File: src/rtl/wb_pkg.sv
// wb_pkg: writeback source encodings, entry layout and the source-select function
package wb_pkg;
    localparam int WB_XLEN = 32;
    localparam int WB_RAW = 5;
    typedef enum logic [2:0] {
        WB_ALU   = 3'b000,
        WB_LINK  = 3'b001,
        WB_PCREL = 3'b010,
        WB_MEM   = 3'b011,
        WB_IMM   = 3'b100,
        WB_ZERO  = 3'b101
    } wb_sel_t;
    typedef struct packed {
        logic [WB_XLEN-1:0] data;
        logic [WB_RAW-1:0]  rd;
        logic               we;
    } wb_entry_t;
    function automatic logic sel_legal(input wb_sel_t s);
        return !(s[2] & s[1]);
    endfunction
    function automatic logic [WB_XLEN-1:0] wb_select(
        input wb_sel_t s,
        input logic [WB_XLEN-1:0] alu, link, rel, mem, imm
    );
        return s == WB_ALU   ? alu  :
               s == WB_LINK  ? link :
               s == WB_PCREL ? rel  :
               s == WB_MEM   ? mem  :
               s == WB_IMM   ? imm  : '0;
    endfunction
endpackage

File: src/rtl/wb_skid_buf.sv
// wb_skid_buf: two-entry elastic buffer (main + skid) with flush, in-order output
module wb_skid_buf #(
    parameter int W = 38
) (
    input  logic         clk,
    input  logic         reset,
    input  logic         flush,
    input  logic         in_valid,
    output logic         in_ready,
    input  logic [W-1:0] in_data,
    output logic         out_valid,
    input  logic         out_ready,
    output logic [W-1:0] out_data
);
    logic         s_valid;
    logic [W-1:0] s_data;
    logic         acc;
    assign in_ready = !s_valid & !reset;
    assign acc = in_valid & in_ready & !flush;
    always_ff @(posedge clk) begin
        if (reset) begin
            out_valid <= 1'b0;
            out_data  <= '0;
            s_valid   <= 1'b0;
            s_data    <= '0;
        end else if (flush) begin
            out_valid <= 1'b0;
            s_valid   <= 1'b0;
        end else if (!out_valid || out_ready) begin
            out_valid <= s_valid | acc;
            s_valid   <= 1'b0;
            if (s_valid) out_data <= s_data;
            else if (acc) out_data <= in_data;
        end else if (acc) begin
            s_valid <= 1'b1;
            s_data  <= in_data;
        end
    end
endmodule

File: src/rtl/wb_select_stage.sv
// wb_select_stage: registered writeback-result selector with skid buffer and forwarding tap
module wb_select_stage
    import wb_pkg::*;
#(
    parameter int XLEN = 32,
    parameter int PCW  = 9,
    parameter int RAW  = 5
) (
    input  logic            clk,
    input  logic            reset,
    input  logic            flush,
    input  logic            in_valid,
    output logic            in_ready,
    input  logic [2:0]      in_sel,
    input  logic [PCW-1:0]  in_pc_link,
    input  logic [PCW-1:0]  in_pc_rel,
    input  logic [XLEN-1:0] in_alu,
    input  logic [XLEN-1:0] in_mem,
    input  logic [XLEN-1:0] in_imm,
    input  logic [RAW-1:0]  in_rd,
    input  logic            in_we,
    output logic            out_valid,
    input  logic            out_ready,
    output logic [XLEN-1:0] out_data,
    output logic [RAW-1:0]  out_rd,
    output logic            out_we,
    output logic            fwd_valid,
    output logic [RAW-1:0]  fwd_rd,
    output logic [XLEN-1:0] fwd_data,
    output logic            err_illegal
);
    localparam int W = XLEN + RAW + 1;
    wb_sel_t       sel;
    logic          legal;
    logic          acc;
    logic [XLEN-1:0] data;
    logic [W-1:0]  q;
    assign sel = wb_sel_t'(in_sel);
    assign legal = sel_legal(sel);
    assign data = XLEN'(wb_select(sel, WB_XLEN'(in_alu), WB_XLEN'(in_pc_link),
                                  WB_XLEN'(in_pc_rel), WB_XLEN'(in_mem), WB_XLEN'(in_imm)));
    assign acc = in_valid & in_ready & !flush;
    wb_skid_buf #(.W(W)) u_buf (
        .clk(clk),
        .reset(reset),
        .flush(flush),
        .in_valid(in_valid),
        .in_ready(in_ready),
        .in_data({data, in_rd, in_we & (|in_rd) & legal}),
        .out_valid(out_valid),
        .out_ready(out_ready),
        .out_data(q)
    );
    assign {out_data, out_rd, out_we} = q;
    assign fwd_valid = out_valid & out_we;
    assign fwd_rd = out_rd;
    assign fwd_data = out_data;
    always_ff @(posedge clk) begin
        if (reset) err_illegal <= 1'b0;
        else if (acc && !legal) err_illegal <= 1'b1;
    end
endmodule

File: config.mk
export PLATFORM = sky130hd
export DESIGN_NAME = wb_select_stage
export DESIGN_NICKNAME = d
export VERILOG_FILES = /design/src/rtl/wb_pkg.sv /design/src/rtl/wb_skid_buf.sv /design/src/rtl/wb_select_stage.sv
export SDC_FILE = /design/constraint.sdc
export NUM_CORES = 1
export LEC_CHECK = 0
export CAP_MARGIN = 20
export CORE_ASPECT_RATIO = 0.5
export CORE_UTILIZATION = 46
export CTS_CLUSTER_SIZE = 24
export DETAILED_ROUTE_END_ITERATION = 8
export GPL_TIMING_DRIVEN = 0
export PLACE_DENSITY = 0.86
export SLEW_MARGIN = 20
export SYNTH_ARGS = -nofsm -noshare
export SYNTH_HDL_FRONTEND = slang
export SYNTH_HIERARCHICAL = 1
export SYNTH_SLANG_ARGS = --single-unit
File: constraint.sdc
create_clock -name clk -period 5.3 [get_ports clk]
set_input_delay 1.06 -clock clk [delete_from_list [all_inputs] [get_ports clk]]
set_output_delay 1.06 -clock clk [all_outputs]
set_load 0.02 [all_outputs]
# Word level (Yosys, flattened, before mapping)
# Cells that the tools add are included.
# W data, S select, Z words.
# totals
ff_bits	79
latch_bits	0
ram_bits	0
romBits	0
inputBits	128
out_inout_bits	79
wordCells	40
memories	0
# classes
add_sub_neg	0
mul	0
div_mod_pow	0
magnitude_cmp	0
eq_ne	4
n_shift	0
muxes	7
n_bitwise	10
n_reduce_logical	14
# ops
operator	count
$mux W32	5
$mux W38	2
$and A1 B1 Y1	7
$eq A3 B2 Y1 const B	2
$reduce_and A3 Y1	2
$logic_not A1 Y1	5
$reduce_or A5 Y1	1
$eq A3 B1 Y1 const B	1
$eq A3 B3 Y1 const B	1
$logic_not A3 Y1	1
$reduce_or A3 Y1	1
$not A1 Y1	2
$reduce_bool A2 Y1	1
$reduce_or A2 Y1	1
$logic_and A1 B1 Y1	1
$logic_or A1 B1 Y1	1
$or A1 B1 Y1	1

# Depth between registers and ports, before layout
# Gate-level depths: netlist of the first run.
# depth
depth_word	8
ltp_mapped	9
ltp_nobuf	6

# Hierarchy
# The synthesis of the first run kept the hierarchy.
# modules_own_cells
module	n_inst	cells_each	area_each_um2	seq_area_each_um2
wb_skid_buf	1	394	3609.7	1561.5
wb_select_stage	1	147	1154.9	20.0

# Worst setup path before layout of the first run
# Ideal clock, no wire load.
# synth_timing
kind	input to output
start	input reset
end	output in_ready
arrival_time_ns	1.963
required_ns	4.240
setup_slack_ns	2.277
cell_stages	4
n_path_buf	3
cell_sequence	buf_2 clkbuf_1 buf_1 nor2_1
# synth_between
elab_chain_cells	2
# synth_lines
item	line	rtl
start, declared	wb_select_stage.sv:10	input logic reset,
$logic_not A1 Y1	wb_skid_buf.sv:18	assign in_ready = !s_valid & !reset;
$and A1 B1 Y1	wb_skid_buf.sv:18	
end, declared	wb_select_stage.sv:13	output logic in_ready,
# No other way between the ends.

# Final worst setup path of the first run
# Ends and elaborated chain as after synthesis.

==> results of run 1 <==
==> worst max-delay path, delay by kind of cell <==
kind                   cells  cell delay (ps)
buffers and inverters      5             2270
and+or+nand+nor            1              120
==> registers in the layout, summed over array words and instances (netlist names) <==
signal and count:
u_buf/out_data 38, u_buf/s_valid 1, u_buf/s_data 38, err_illegal 1
u_buf/out_valid 1
==> cells in the final DEF (no fill, tap or decap) <==
master / Yosys / routed
clkdlybuf4s50_1: 0 / 205
dfxtp_1: 79 / 79
nor2_1: 52 / 52
mux2i_1: 47 / 47
nor2b_1: 40 / 40
a21oi_1: 39 / 39
buf_4: 38 / 38
nand3_1: 38 / 38
o21ai_0: 27 / 27
mux2_2: 26 / 26
clkbuf_1: 22 / 23
a22oi_1: 23 / 23
o2bb2ai_1: 23 / 23
mux2_1: 20 / 20
buf_2: 17 / 17
o21ai_1: 11 / 11
buf_6: 9 / 9
a221o_1: 9 / 9
clkbuf_16: 0 / 9
and2_1: 3 / 3
nand2b_1: 3 / 3
buf_1: 3 / 3
bufinv_16: 0 / 2
clkinv_2: 0 / 2
nor2_2: 1 / 1
clkbuf_4: 1 / 1
mux2_4: 1 / 1
or3_1: 1 / 1
nand2_1: 1 / 1
o311a_1: 1 / 1
and4b_1: 1 / 1
clkbuf_8: 0 / 1
inv_1: 1 / 1
o211ai_1: 1 / 1
nor4b_2: 1 / 1
or4b_4: 1 / 1
a211oi_1: 1 / 1
==> metrics by stage <==
| step | power [W] | worst slack (ps) | hold slack (ps) |
|---|---|---|---|
| floorplan | 0.0007578 | 2277 | 453.5 |
| global placement | 0.0009108 | 922.1 | 451.6 |
| detailed placement | 0.0009167 | 870.8 | 462.4 |
| CTS | 0.001568 | 853.1 | 473.6 |
| global route | 0.001623 | 715.5 | 495.2 |
| finish | 0.001569 | 792.3 | 473.8 |
==> worst paths after layout <==
| check | start | end | slack [ps] | cells after the start |
|---|---|---|---|---|
| setup / recovery | reset | in_ready | 790 | 6 |
| hold / removal | u_buf/s_data[25] | u_buf/s_data[25] | 470 | 2 |
| setup reg to reg | u_buf/s_valid | u_buf/s_data[32] | 3590 | 6 |
| hold reg to reg | u_buf/s_data[25] | u_buf/s_data[25] | 470 | 2 |
==> cell type report <==
class	instances	area, sq um	share of cell area [%]
Timing Repair Buffer	205	2052	28.12
Tap cell	135	168.9	2.314
Buffer	90	573.1	7.852
Inverter	1	3.754	0.05143
Sequential cell	79	1582	21.67
Clock inverter	4	70.07	0.9601
Clock buffer	11	242.7	3.326
Multi-Input combinational cell	371	2606	35.71
==> metal layers <==
metal	wire length, um	vias to the layer above	part of all wire [%]
met5	0	-	0
met4	325	0	2.2
met3	980	38	6.5
met2	7405	194	49
met1	6384	2343	42
li1	-	2333	-
==> logic make-up (layout without fill, tap and decap cells) <==
logic type	after synthesis	in the layout	synth area share (%)
buf+inv	91	311	12.11
compound gates	135	135	18.36
simple gates	142	142	15.28
mux	94	94	21.06
flops	79	79	33.19
==> power by group through the flow <==
stage	combinational, W	clock (W)	sequential (W)
2_1_floorplan	0.000130	0	0.000628
3_3_place_gp	0.000291	0	0.000620
3_5_place_dp	0.000296	0	0.000621
4_1_cts	0.000298	0.000662	0.000608
5_1_grt	0.000321	0.000693	0.000609
6_report	0.000301	0.000661	0.000608
==> impl_metrics.py, run 1 <==
metrics = {
    "clock_network": {
        "cts_made_buffers": 9,
        "postCtsHoldBufs": 0,
        "cts_htree_levels": 3,
        "post_cts.repair.setup_buffers": 0,
        "cts-root-buf": "clkbuf_16",
        "tritoncts": "yes",
        "cts_resized": 0,
        "clock_path_buffers": 2,
        "clkSlewWorstSetupHoldPaths_ps": 60,
        "cts_sinks": 79,
        "clk_latency_ps": 350,
    },
    "grt": {
        "use_met1_pct": 34.35,
        "grt_pass1_wl_mm": 24.22,
        "antenna_found_initial": 0,
        "grt_max_degree": 13,
        "use_met2_pct": 50.56,
        "top_usage_layer": "met2",
        "grt_pass1_vias": 4955,
        "grt_usage_pct": 28.60,
        "grt_overflow": 0,
        "grt_use_met3_pct": 6.810,
    },
    "floorplan": {
        "die_w_um": 145.9,
        "dieArea_sq_um": 10790,
        "io_pins": 207,
        "rows": 25,
        "fp.dieH_um": 73.97,
        "coreArea_sq_um": 9759,
        "start_util_pct": 48.82,
    },
    "timing": {
        "fmax_mhz": 221.8,
        "tightest_slew_ps": 640.1,
        "slew_violations": 0,
        "skew_ps": 3.825,
        "period_share_pct": 85.05,
        "rsz0062_at_grt": "no",
        "fin_tns_setup_ps": 0,
        "hold_violations": 0,
        "setup_violations": 0,
        "slew_headroom_pct": 57.17,
        "fin_crit_ps": 4508,
    },
    "power": {
        "p_clk_share_pct": 42.1,
        "peakVddDrop_uv": 187.3,
        "pwr-share-seq_pct": 38.7,
        "p_leak_nw": 2.723,
        "p_sw_w": 0.0003783,
        "intPower_w": 0.001191,
        "p_per_area_nw_per_um2": 215.0,
        "swShare_pct": 24.11,
        "comb_power_share_pct": 19.2,
    },
    "routing": {
        "drc": 0,
        "wl_per_cell_um": 16.85,
        "avgViaCountPerCell": 5.478,
        "postRouteAntennaNets": 0,
        "drt-initial-drc-count": 368,
        "drt_first_pass_iters": 7,
        "finalWirelength_mm": 15.10,
        "vias": 4908,
    },
    "job": {
        "cap_violations": 0,
    },
    "setup_path": {
        "critical_path_arrival_ps": 3450,
        "cp_common_cell": "clkdlybuf4s50_1",
        "worstPathMaxFanout": 10,
        "path_cells": "clkdlybuf4s50_1 -> buf_2 -> clkbuf_1 -> buf_1 -> nor2_1 -> clkdlybuf4s50_1",
        "worstSetupPathType": "in -> out",
        "cp_slowest_cell": "clkdlybuf4s50_1",
        "critPathCaptureType": "output port",
        "crit_required_ps": 4240,
        "slowest_delay_ps": 580,
        "startpoint_type": "primary input",
    },
    "placement": {
        "gp_congestion": 0.8139,
        "portBuffers": 205,
        "place_inst": 881,
        "placed_area_sq_um": 6985,
        "dp_hpwl_mm": 11.22,
    },
    "layout": {
        "final_cell_area_sq_um": 7298,
        "fin_util_pct": 74.78,
        "diodes": 0,
        "synthToLayoutAreaGrowth_pct": 53.18,
        "fin_cells": 896,
        "drive_gt1_share_pct": 14.32,
        "fin_nets": 885,
        "fillCellCount": 740,
    },
    "synth": {
        "synthTopCellsByCount": "dfxtp_1, nor2_1, mux2i_1, nor2b_1, a21oi_1",
        "synthCells": 541,
        "synthTopCellsByArea": "dfxtp_1, mux2i_1, mux2_2",
        "synth_edf_count": 0,
        "synth_top_area_share_pct": 33.19,
        "syn-cell-area_sq_um": 4765,
        "syn_avg_cell_area_sq_um": 8.807,
        "synthDistinctLibCells": 32,
        "synth_top_area_cell": "dfxtp_1",
        "yosysMostFrequentCell": "dfxtp_1",
        "yosysWarnings": 6,
        "ys_ff_latch": 79,
        "synthArstFlopShare_pct": 0,
        "ys_seq_area_share_pct": 33.19,
        "synth-main-ff-cell": "dfxtp_1",
        "synth_nets": 669,
    },
    "run_status": {
        "status": "completed",
    },
    "hold_path": {
        "hp-class": "reg -> reg",
    },
}
Power figures use the tool's default switching activity.
==> inputs of run 2 (changes only) <==
--- a/config.mk
+++ b/config.mk
@@ -7,11 +7,12 @@
 export LEC_CHECK = 0
 export CAP_MARGIN = 20
 export CORE_ASPECT_RATIO = 0.5
-export CORE_UTILIZATION = 46
+export CORE_MARGIN = 1
+export CORE_UTILIZATION = 39
 export CTS_CLUSTER_SIZE = 24
 export DETAILED_ROUTE_END_ITERATION = 8
 export GPL_TIMING_DRIVEN = 0
-export PLACE_DENSITY = 0.86
+export PLACE_DENSITY = 0.75
 export SLEW_MARGIN = 20
 export SYNTH_ARGS = -nofsm -noshare
 export SYNTH_HDL_FRONTEND = slang
==> impl_metrics.py, run 2 (synthesis results as in run 1) <==
metrics = {
    "grt": {
        "antenna_found_initial": 0,
        "grt_pass1_wl_mm": 22.77,
        "grt_max_degree": 14,
        "grt_pass1_vias": 4697,
        "grt_usage_pct": 22.71,
        "grt_overflow": 0,
    },
    "routing": {
        "avgViaCountPerCell": 5.153,
        "finalWirelength_mm": 14.46,
        "drt_first_pass_iters": 5,
        "postRouteAntennaNets": 0,
        "drt-initial-drc-count": 327,
        "wl_met2_mm": 7.212,
        "vias": 4777,
        "drt-met1-wl_mm": 6.442,
        "drc": 0,
        "wl_per_cell_um": 15.59,
        "met3_length_um": 662,
        "highest_layer": "met4",
    },
    "placement": {
        "gp_congestion": 0.7932,
        "portBuffers": 205,
        "dp_hpwl_mm": 11.21,
    },
    "floorplan": {
        "die_w_um": 158.3,
        "fp.dieH_um": 80.16,
        "rows": 28,
        "io_pins": 207,
        "dieArea_sq_um": 12690,
        "coreArea_sq_um": 11840,
        "start_util_pct": 40.24,
    },
    "clock_network": {
        "clkSlewWorstSetupHoldPaths_ps": 60,
        "clock_path_buffers": 2,
        "postCtsHoldBufs": 0,
        "cts-root-buf": "clkbuf_16",
        "clk_latency_ps": 330,
        "cts_sinks": 79,
        "post_cts.repair.setup_buffers": 0,
        "cts_htree_levels": 3,
        "cts_resized": 0,
        "cts_made_buffers": 9,
        "tritoncts": "yes",
    },
    "timing": {
        "rsz0062_at_grt": "no",
        "slew_violations": 0,
        "fin_tns_setup_ps": 0,
        "fin_crit_ps": 4447,
        "tightest_slew_ps": 660.2,
        "hold_violations": 0,
        "slew_headroom_pct": 55.82,
        "fmax_mhz": 224.9,
        "skew_ps": 5.220,
        "period_share_pct": 83.91,
        "setup_violations": 0,
    },
    "hold_path": {
        "hp-class": "reg -> reg",
    },
    "layout": {
        "final_common_cell": "clkdlybuf4s50_1",
        "drive_gt1_share_pct": 14.44,
        "fillCellCount": 1052,
        "fin_util_pct": 61.92,
        "synthToLayoutAreaGrowth_pct": 53.89,
        "fin_nets": 885,
        "final_cell_mix": "clkdlybuf4s50_1, dfxtp_1, nor2_1",
        "diodes": 0,
        "top_regs": "u_buf/out_data: 38 flops, u_buf/s_data: 38 flops",
    },
    "power": {
        "peakVddDrop_uv": 127.3,
        "comb_power_share_pct": 19.2,
        "p_leak_nw": 2.720,
        "p_clk_share_pct": 41.4,
        "pwr-share-seq_pct": 39.4,
        "intPower_w": 0.001162,
        "swShare_pct": 24.61,
        "p_sw_w": 0.0003793,
        "p_per_area_nw_per_um2": 210.2,
    },
    "job": {
        "cap_violations": 0,
    },
    "setup_path": {
        "startpoint_type": "primary input",
        "critical_path_arrival_ps": 3390,
        "worstSetupPathType": "in -> out",
        "critPathCaptureType": "output port",
        "worstPathMaxFanout": 10,
        "crit_required_ps": 4240,
    },
    "run_status": {
        "status": "completed",
    },
}
## run 2: metrics by stage
step                      std cells  hold slack, ps  power (W)  setup WS (ps)  instance area, sq um
after floorplan                 541           453.5  0.0007578           2277                  4765
after global routing            927           497.0   0.001602          676.2                  7332
after CTS                       927           474.0   0.001553          853.3                  7332
final                           927           475.9   0.001541          853.0                  7332
after detailed placement        911           460.8  0.0009157          858.4                  7023
after global placement          911           458.2  0.0009124          851.9                  7023
## run 2: cell type report
type / instances / area, sq um / share of cell area [%]
sequential: 79 / 1582 / 21.57
tap: 165 / 206.4 / 2.816
multi-input combinational: 371 / 2606 / 35.55
inverter: 1 / 3.754 / 0.05119
timing repair buffer: 205 / 2052 / 27.99
clock buffer: 12 / 256.5 / 3.498
clock inverter: 4 / 52.55 / 0.7167
buffer: 90 / 573.1 / 7.816
## run 2: final timing paths
check / startpoint / end / slack [ps] / cells after the start
setup / recovery: reset / in_ready / 850 / 6
hold reg to reg: u_buf/s_data[14] / u_buf/s_data[14] / 480 / 2
hold / removal: u_buf/s_data[14] / u_buf/s_data[14] / 480 / 2
setup reg to reg: u_buf/out_valid / u_buf/s_data[18] / 3630 / 4
## run 2: power by group through the flow
stage / clock network (W) / registers [W] / logic, W
2_1_floorplan: 0 / 0.000628 / 0.000130
3_3_place_gp: 0 / 0.000621 / 0.000292
3_5_place_dp: 0 / 0.000621 / 0.000295
4_1_cts: 0.000649 / 0.000608 / 0.000296
5_1_grt: 0.000675 / 0.000608 / 0.000318
6_report: 0.000638 / 0.000607 / 0.000296
## run 2: layer usage
metal	track usage, %	vias up
met3	3.886	14
met2	40.04	131
met4	4.904	0
met1	28.99	2304
met5	0	-
li1	-	2328
## run 2: critical path, cell delays in order
cell             delay [ps]
clkdlybuf4s50_1         510
buf_2                   240
clkbuf_1                400
buf_1                   460
nor2_1                  140
clkdlybuf4s50_1         570
